--- config.mk ---
export PLATFORM = sky130hd
export DESIGN_NAME = fpm_pipe
export DESIGN_NICKNAME = d
export VERILOG_FILES = /design/src/rtl/fpu_pkg.sv /design/src/rtl/fpm_mant_mul.sv /design/src/rtl/fpm_pipe.sv
export SDC_FILE = /design/constraint.sdc
export NUM_CORES = 2
export LEC_CHECK = 0
export ABC_AREA = 1
export CAP_MARGIN = 20
export CORE_UTILIZATION = 25
export CTS_BUF_LIST = sky130_fd_sc_hd__clkbuf_2
export CTS_CLUSTER_SIZE = 12
export DETAILED_ROUTE_END_ITERATION = 8
export GPL_ROUTABILITY_DRIVEN = 0
export GPL_TIMING_DRIVEN = 0
export PLACE_DENSITY_LB_ADDON = 0.3
export RECOVER_POWER = 50
export SYNTH_ARGS = -nofsm -noshare
export SYNTH_HDL_FRONTEND = slang
export SYNTH_SLANG_ARGS = --single-unit
--- constraint.sdc ---
create_clock -name clk -period 18.2 [get_ports clk]
set_input_delay 1.82 -clock clk [delete_from_list [all_inputs] [get_ports clk]]
set_output_delay 1.82 -clock clk [all_outputs]
set_load 0.02 [all_outputs]
--- src/rtl/fpu_pkg.sv ---
// Shared FPU definitions: format helpers, special-value constants and flag positions.
// Constant helpers return 64-bit patterns; callers slice them to their own format width.
package fpu_pkg;

    localparam int unsigned FLG_INV = 3;
    localparam int unsigned FLG_OVF = 2;
    localparam int unsigned FLG_UDF = 1;
    localparam int unsigned FLG_INX = 0;

    typedef enum logic [1:0] {KindNorm, KindZero, KindInf, KindNan} kind_e;

    function automatic int unsigned bias(input int unsigned exp_w);
        return (32'd1 << (exp_w - 1)) - 32'd1;
    endfunction

    function automatic int unsigned sign_pos(input int unsigned exp_w, input int unsigned man_w);
        return exp_w + man_w;
    endfunction

    function automatic int unsigned exp_lsb(input int unsigned man_w);
        return man_w;
    endfunction

    function automatic logic [63:0] inf_bits(input int unsigned exp_w, input int unsigned man_w);
        return ((64'd1 << exp_w) - 64'd1) << man_w;
    endfunction

    function automatic logic [63:0] qnan_bits(input int unsigned exp_w, input int unsigned man_w);
        return inf_bits(exp_w, man_w) | (64'd1 << (man_w - 1));
    endfunction

endpackage

--- src/rtl/fpm_mant_mul.sv ---
// Registered unsigned mantissa multiplier; holds its result while en_i is low.
module fpm_mant_mul #(
    parameter int unsigned WIDTH = 24
) (
    input  logic                   clk_i,
    input  logic                   en_i,
    input  logic [WIDTH-1:0]       a_i,
    input  logic [WIDTH-1:0]       b_i,
    output logic [2*WIDTH-1:0]     p_o
);

    logic [2*WIDTH-1:0] p_q;

    always_ff @(posedge clk_i) begin
        if (en_i) begin
            p_q <= {{WIDTH{1'b0}}, a_i} * {{WIDTH{1'b0}}, b_i};
        end
    end

    assign p_o = p_q;

endmodule

--- src/rtl/fpm_pipe.sv ---
// Three-stage pipelined floating-point multiplier with valid/ready flow control,
// round-to-nearest-even, flush-to-zero inputs and per-result status flags.
module fpm_pipe import fpu_pkg::*; #(
    parameter int unsigned EXP_W = 8,
    parameter int unsigned MAN_W = 23,
    parameter int unsigned TAG_W = 4
) (
    input  logic                     clk,
    input  logic                     rst_n,
    input  logic                     in_valid,
    output logic                     in_ready,
    input  logic [EXP_W+MAN_W:0]     in_x,
    input  logic [EXP_W+MAN_W:0]     in_y,
    input  logic [TAG_W-1:0]         in_tag,
    output logic                     out_valid,
    input  logic                     out_ready,
    output logic [EXP_W+MAN_W:0]     out_z,
    output logic [TAG_W-1:0]         out_tag,
    output logic [3:0]               out_flags
);

    localparam int unsigned W      = EXP_W + MAN_W + 1;
    localparam int unsigned EW2    = EXP_W + 2;
    localparam int unsigned MW1    = MAN_W + 1;
    localparam int unsigned PW     = 2 * MW1;
    localparam int unsigned SgnPos = sign_pos(EXP_W, MAN_W);
    localparam int unsigned ExpLsb = exp_lsb(MAN_W);
    localparam logic [63:0] InfFull  = inf_bits(EXP_W, MAN_W);
    localparam logic [63:0] QnanFull = qnan_bits(EXP_W, MAN_W);
    localparam logic [W-1:0] InfZ  = InfFull[W-1:0];
    localparam logic [W-1:0] QnanZ = QnanFull[W-1:0];
    localparam logic signed [EW2-1:0] BiasE   = EW2'(bias(EXP_W));
    localparam logic signed [EW2-1:0] ExpMaxE = EW2'((1 << EXP_W) - 1);

    logic adv;
    logic out_valid_q;
    logic [W-1:0] out_z_q, z_d;
    logic [TAG_W-1:0] out_tag_q;
    logic [3:0] out_flags_q, flags_d;

    // One global enable: everything moves unless a finished result is blocked.
    assign adv      = out_ready | ~out_valid_q;
    assign in_ready = adv;

    // S1: unpack, classify, exponent sum
    logic sx, sy;
    logic [EXP_W-1:0] ex, ey;
    logic [MAN_W-1:0] fx, fy;
    logic nan_x, nan_y, inf_x, inf_y, zero_x, zero_y, inf_zero;
    kind_e kind_d;
    logic inv_d;
    logic signed [EW2-1:0] e1_d;

    assign sx = in_x[SgnPos];
    assign sy = in_y[SgnPos];
    assign ex = in_x[ExpLsb +: EXP_W];
    assign ey = in_y[ExpLsb +: EXP_W];
    assign fx = in_x[MAN_W-1:0];
    assign fy = in_y[MAN_W-1:0];

    always_comb begin
        nan_x    = (&ex) & (|fx);
        nan_y    = (&ey) & (|fy);
        inf_x    = (&ex) & ~(|fx);
        inf_y    = (&ey) & ~(|fy);
        zero_x   = ~(|ex);
        zero_y   = ~(|ey);
        inf_zero = (inf_x & zero_y) | (zero_x & inf_y);
        inv_d    = 1'b0;
        if (nan_x | nan_y | inf_zero) begin
            kind_d = KindNan;
            inv_d  = inf_zero | (nan_x & ~fx[MAN_W-1]) | (nan_y & ~fy[MAN_W-1]);
        end else if (inf_x | inf_y) begin
            kind_d = KindInf;
        end else if (zero_x | zero_y) begin
            kind_d = KindZero;
        end else begin
            kind_d = KindNorm;
        end
        e1_d = EW2'(ex) + EW2'(ey) - BiasE;
    end

    logic v1_q, sgn1_q, inv1_q;
    kind_e kind1_q;
    logic [TAG_W-1:0] tag1_q;
    logic signed [EW2-1:0] e1_q;
    logic [MAN_W:0] ma1_q, mb1_q;

    always_ff @(posedge clk) begin
        if (!rst_n) begin
            v1_q <= 1'b0;
        end else if (adv) begin
            v1_q <= in_valid;
        end
    end

    always_ff @(posedge clk) begin
        if (adv) begin
            tag1_q  <= in_tag;
            sgn1_q  <= sx ^ sy;
            kind1_q <= kind_d;
            inv1_q  <= inv_d;
            e1_q    <= e1_d;
            ma1_q   <= {1'b1, fx};
            mb1_q   <= {1'b1, fy};
        end
    end

    // S2: mantissa product, side-band fields travel alongside
    logic [PW-1:0] prod;
    logic v2_q, sgn2_q, inv2_q;
    kind_e kind2_q;
    logic [TAG_W-1:0] tag2_q;
    logic signed [EW2-1:0] e2_q;

    fpm_mant_mul #(
        .WIDTH (MW1)
    ) u_mant_mul (
        .clk_i (clk),
        .en_i  (adv),
        .a_i   (ma1_q),
        .b_i   (mb1_q),
        .p_o   (prod)
    );

    always_ff @(posedge clk) begin
        if (!rst_n) begin
            v2_q <= 1'b0;
        end else if (adv) begin
            v2_q <= v1_q;
        end
    end

    always_ff @(posedge clk) begin
        if (adv) begin
            tag2_q  <= tag1_q;
            sgn2_q  <= sgn1_q;
            kind2_q <= kind1_q;
            inv2_q  <= inv1_q;
            e2_q    <= e1_q;
        end
    end

    // S3: normalise, round, pack
    logic [PW-2:0] norm;
    logic [MAN_W-1:0] frac, frac_r;
    logic guard, sticky, inc, carry;
    logic signed [EW2-1:0] e_fin;

    always_comb begin
        norm   = prod[PW-1] ? prod[PW-2:0] : {prod[PW-3:0], 1'b0};
        frac   = norm[PW-2 -: MAN_W];
        guard  = norm[MAN_W];
        sticky = |norm[MAN_W-1:0];
        inc    = guard & (sticky | frac[0]);
        {carry, frac_r} = {1'b0, frac} + MW1'(inc);
        e_fin  = e2_q + EW2'(prod[PW-1]) + EW2'(carry);
    end

    always_comb begin
        z_d     = '0;
        flags_d = '0;
        unique case (kind2_q)
            KindNan: begin
                z_d              = QnanZ;
                flags_d[FLG_INV] = inv2_q;
            end
            KindInf:  z_d = {sgn2_q, InfZ[W-2:0]};
            KindZero: z_d = {sgn2_q, {(W-1){1'b0}}};
            KindNorm: begin
                if (!e_fin[EW2-1] && (e_fin >= ExpMaxE)) begin
                    z_d              = {sgn2_q, InfZ[W-2:0]};
                    flags_d[FLG_OVF] = 1'b1;
                    flags_d[FLG_INX] = 1'b1;
                end else if (e_fin[EW2-1] || (e_fin == '0)) begin
                    z_d              = {sgn2_q, {(W-1){1'b0}}};
                    flags_d[FLG_UDF] = 1'b1;
                    flags_d[FLG_INX] = 1'b1;
                end else begin
                    z_d              = {sgn2_q, e_fin[EXP_W-1:0], frac_r};
                    flags_d[FLG_INX] = guard | sticky;
                end
            end
            default: ;
        endcase
    end

    always_ff @(posedge clk) begin
        if (!rst_n) begin
            out_valid_q <= 1'b0;
            out_z_q     <= '0;
            out_tag_q   <= '0;
            out_flags_q <= '0;
        end else if (adv) begin
            out_valid_q <= v2_q;
            out_z_q     <= z_d;
            out_tag_q   <= tag2_q;
            out_flags_q <= flags_d;
        end
    end

    assign out_valid = out_valid_q;
    assign out_z     = out_z_q;
    assign out_tag   = out_tag_q;
    assign out_flags = out_flags_q;

endmodule

## Yosys cells after proc, flatten, opt, wreduce, memory -nomap -nowiden

Index checks and enable logic that the tools add are counted.

| word-level totals | value |
|---|---|
| bits of input ports | 72 |
| register bits | 173 |

| cells by class | value |
|---|---|
| muxes and demuxes | 13 |
| equality and inequality tests | 3 |
| reductions and logical operators | 13 |
| $lt $le $gt $ge | 1 |
| $mul | 1 |
| add/subtract/negate cells | 5 |
| bitwise logic cells | 27 |

Operators by type and width:

| operator | number |
|---|---|
| 32-bit case mux with 4 select lines | 1 |
| 23-bit OR reduction | 3 |
| 31-bit two-way mux | 2 |
| 24-bit by 24-bit multiplier with 48-bit output | 1 |
| 47-bit two-way mux | 1 |
| 23-bit by 1-bit adder with 24-bit output | 1 |
| 10-bit by 1-bit adder with 10-bit output | 2 |
| 8-bit AND reduction | 2 |
| 8-bit OR reduction | 2 |
| 10-bit by 9-bit >= comparator with 1-bit output, second input constant | 1 |
| 10-bit logical NOT | 1 |
| 1-bit bitwise OR | 10 |
| 9-bit by 7-bit subtractor with 10-bit output, second input constant | 1 |
| 8-bit by 8-bit adder with 9-bit output | 1 |
| 1-bit AND | 9 |
| 1-bit two-way mux | 8 |
| 1-bit inverter | 7 |
| 2-bit equality test, second input constant | 2 |
| 3-bit two-way mux | 1 |
| 2-bit by 1-bit equality test with 1-bit output, second input constant | 1 |
| 2-bit logical NOT | 1 |
| 2-bit OR reduction | 1 |
| 1-bit logical AND | 1 |
| 1-bit logical NOT | 1 |
| other kinds (2) | 2 |

## Longest topological paths before layout

| depth | value |
|---|---|
| word-level depth | 11 |
| depth in mapped cells | 29 |
| depth with buffers taken out | 28 |

## Modules after synthesis

Synthesis repeated with hierarchy kept, for this count alone.

| second synthesis, totals | value |
|---|---|
| cell total of the unflattened synthesis | 3724 |
| area, all modules | 28833.9 sq um |

Modules (own cells, without submodules):

| module | cells an instance | seq. area each (sq um) | area each (sq um) | times used |
|---|---|---|---|---|
| fpm_mant_mul | 2923 | 1441.4 | 22021.1 | 1 |
| fpm_pipe | 801 | 3323.2 | 6812.8 | 1 |

## Least setup slack after synthesis

OpenSTA, ideal clock, no wires.

| timing path | value |
|---|---|
| path type | input to output |
| start | in out_ready |
| end | out in_ready |
| arrival | 5.861 ns |
| cell stages on the path | 3 |
| path slack | 10.519 ns |
| path buffers | 1 |
| path through | nor2_1 -> clkinv_1 -> clkbuf_1 |

| between the ends | value |
|---|---|
| cells in the longest elaborated chain, start to end | 1 |

RTL lines:

| item | RTL line | RTL |
|---|---|---|
| from (decl) | fpm_pipe.sv:16 | `input logic out_ready,` |
| 1-bit bitwise OR | fpm_pipe.sv:42 | `assign adv = out_ready \| ~out_valid_q;` |
| to (decl) | fpm_pipe.sv:11 | `output logic in_ready,` |

No other way between the ends.

## Worst setup path in the final report

| timing path | value |
|---|---|
| start | in out_ready |
| end | reg ma1_q[14] (enable) |

| between the ends | value |
|---|---|
| cells in the longest elaborated chain, start to end | 1 |

RTL lines:

| item | RTL line | RTL |
|---|---|---|
| 1-bit bitwise OR | fpm_pipe.sv:42 |  |
| to (signal assigned) | fpm_pipe.sv:104 | `ma1_q <= {1'b1, fx};` |
| to (decl) | fpm_pipe.sv:87 | `logic [MAN_W:0] ma1_q, mb1_q;` |

No other way between the ends.
A chain may end at the register's enable or synchronous reset.

==> metrics.txt <==
layout cells sized above 1=about 2.7%; DR vias/cell=4.34; CP Capture Type=register; Mapped Nets=about 4100; clock skew=between 0.1 and 0.15 ns; Post-synth ARST share=0%; Routed Antenna Nets=0; Post-Synthesis Mean Instance Area=a little over 8 µm²; CP max stage delay=2.58 ns; Vias=about 21000; hold path depth=0; gr usage total=between 10% and 20%; CP max FO=64; Clock Tree Root=clkbuf_2; FP Rows=~120; final hold slack=roughly 0.46 ns; Seq/Total Area, Yosys=about 17%; Reg2Reg Setup Slack=10.31 ns; total gr overflow=0; MaxCap Viol Count=2; Nets=between 4000 and 5000; synthesized area=27500 µm²; WL/cell=approximately 18 µm; postcts setup bufs=0; largest net degree at the start of global routing=between 60 and 70; Worst Hold Class=reg2reg; port bufs=113; post-synthesis register bit count=~170; first-pass GRT wire length=around 140000 µm; worst rel slew slack=-132%; vias in the first global route=~22000; fin crit period=roughly 8.0 ns; Setup TNS=0 ns; most frequent CP cell=clkbuf_1; area delta synth->final=11.7%; worst-path cell chain=dlygate4sd3_1 -> nor2_1 -> clkinv_1 -> clkbuf_1 -> clkbuf_1 -> clkbuf_1; Fmax achieved=roughly 0.13 GHz; Critical Path AT=about 8.6 ns; io pins=approximately 110; failing checks=max-capacitance violations, max-slew violations; CTS tree=done; fin. max-slew vios=between 100 and 150; DRC viols=0; core area=109000 µm²; Worst-Skew Late Latency=between 1 and 1.5 ns; Post-synth EDFFs=130; CP required=18.86 ns; DR pass1 iterations=5; final setup fails=0; Worst Tran Pin Value=approximately 3.5 ns; Clock Tree Buf Depth=2; Crit-path slowest cell=clkbuf_1; status=finished, violations left; RSZ-0062 raised after global routing=no; H-tree depth=4; post-route insts no fill=between 4000 and 5000; Initial Util=between 20% and 30%; Reg clk slew, reported paths=0.28 ns; final core utilization=between 20% and 30%; clock net sink count=between 150 and 200; Die Height=about 330 µm; area of the die=around 110000 µm²; Cell Count Post-Placement=4908; Top FF cell, synth=edfxtp_1; dpl hpwl=around 74000 µm; post-cts resize count=0; Critical Path Source Type=input pin; Post-Route WL=approximately 90000 µm; Unique masters post-synth=49; Num CTS Buffers=17; worst-case reg-to-reg path depth=22; hold buffers post-CTS=0; initial antenna violation count=4; Yosys warnings=0; die width=between 300 and 400 µm; Layout fillers=11800; fin crit share=between 40% and 50%; Cells after Synth=between 3000 and 4000; CP Class=in2reg; Fin. Hold Viols=0; Initial DRC Count=between 1500 and 2000
[cell type report]
cell class / instances / area [µm²] / area share, %
Buffer: 111 / 467 / 1.52
Clock inverter: 15 / 191 / 0.624
Multi-Input combinational cell: 2088 / 18500 / 60.2
Sequential cell: 173 / 4760 / 15.5
Timing Repair Buffer: 117 / 1150 / 3.74
Tap cell: 1414 / 1770 / 5.76
Antenna cell: 6 / 15.0 / 0.0489
Clock buffer: 17 / 85.1 / 0.277
Inverter: 1005 / 3770 / 12.3
[logic make-up (layout without fill, tap and decap cells)]
family	after synthesis	in the layout	synth area share [%]
and+or+nand+nor	1147	1147	17.2
buffers and inverters	1116	1265	15.4
adders and majority gates	675	675	44.0
AOI/OAI and AO/OA	212	212	4.35
DFF	173	173	17.3
xor gates and xnor gates	53	53	1.69
muxes	1	1	0.0364
other	0	6	0
[worst paths after layout]
path | end | start
worst max register to register | u_mant_mul.p_o[45] | mb1_q[10]
worst min register to register | e2_q[0] | e1_q[0]
worst min-delay path | e2_q[0] | e1_q[0]
worst max-delay path | ma1_q[14] | out_ready
[Yosys cell counts, drive strengths merged, types with 38 or more instances]
cell type | number | area [µm²]
nor2 | 159 | 664
ha | 191 | 2390
edfxtp | 130 | 3900
dfxtp | 43 | 861
xor2 | 38 | 333
fa | 484 | 9690
inv | 1003 | 3760
nand3 | 88 | 463
o21ai | 74 | 397
a21oi | 96 | 480
nand2 | 827 | 3130
clkbuf | 101 | 379
[registers in the layout, indices dropped and copies added, names as in the netlist]
register / cells
sgn2_q: 1
kind2_q: 2
ma1_q: 23
e1_q: 10
kind1_q: 2
sgn1_q: 1
tag1_q: 4
v1_q: 1
out_tag: 4
u_mant_mul.p_o: 48
inv1_q: 1
out_flags: 4
e2_q: 10
mb1_q: 23
tag2_q: 4
v2_q: 1
out_z: 32
out_valid: 1
inv2_q: 1
[per-layer routing]
layer  wire [µm]  share of wire [%]  global-route usage (%)
met5          14              0.016                       0
met3        6980                7.8                    3.51
met1       38200                 43                    21.2
met4        2820                3.2                    5.65
met2       41000                 46                    27.1
[stage by stage]
| stage | setup slack (ns) | area [µm²] |
|---|---|---|
| 2_1_floorplan | 10.52 | 27500 |
| 3_3_place_gp | 6.52 | 30400 |
| 3_5_place_dp | 10.54 | 30500 |
| 4_1_cts | 10.39 | 30700 |
| 5_1_grt | 9.63 | 30700 |
| 6_report | 10.25 | 30700 |
[layout by cell type, fill, tap and decap left out, types with 9 or more instances in the layout]
cell             Yosys  final
nor2_1             144    144
dlygate4sd3_1        0     54
edfxtp_1           130    130
nand4_1             19     19
ha_1               191    191
nand2_1            818    818
nand3b_1             9      9
clkbuf_2             0     17
nand2_2              9      9
a21o_1              10     10
o21bai_1            12     12
xnor2_1             15     15
nor4_1              17     17
or2_2                9      9
nand3_1             85     85
fa_1               484    484
inv_1              996    996
clkdlybuf4s50_1      0     59
dfxtp_1             43     43
clkbuf_1           101    104
xor2_1              38     38
nor2_2               9      9
o21ai_0             59     59
a21oi_1             96     96
[critical path: cells and delay by family]
| kind | cells | cell delay [ns] |
|---|---|---|
| and+or+nand+nor | 1 | 0.10 |
| buffers and inverters | 5 | 6.59 |
Power is left out: the tool's default activity adds up to more than one toggle a clock period on the data nets, which glitch-free logic cannot reach.
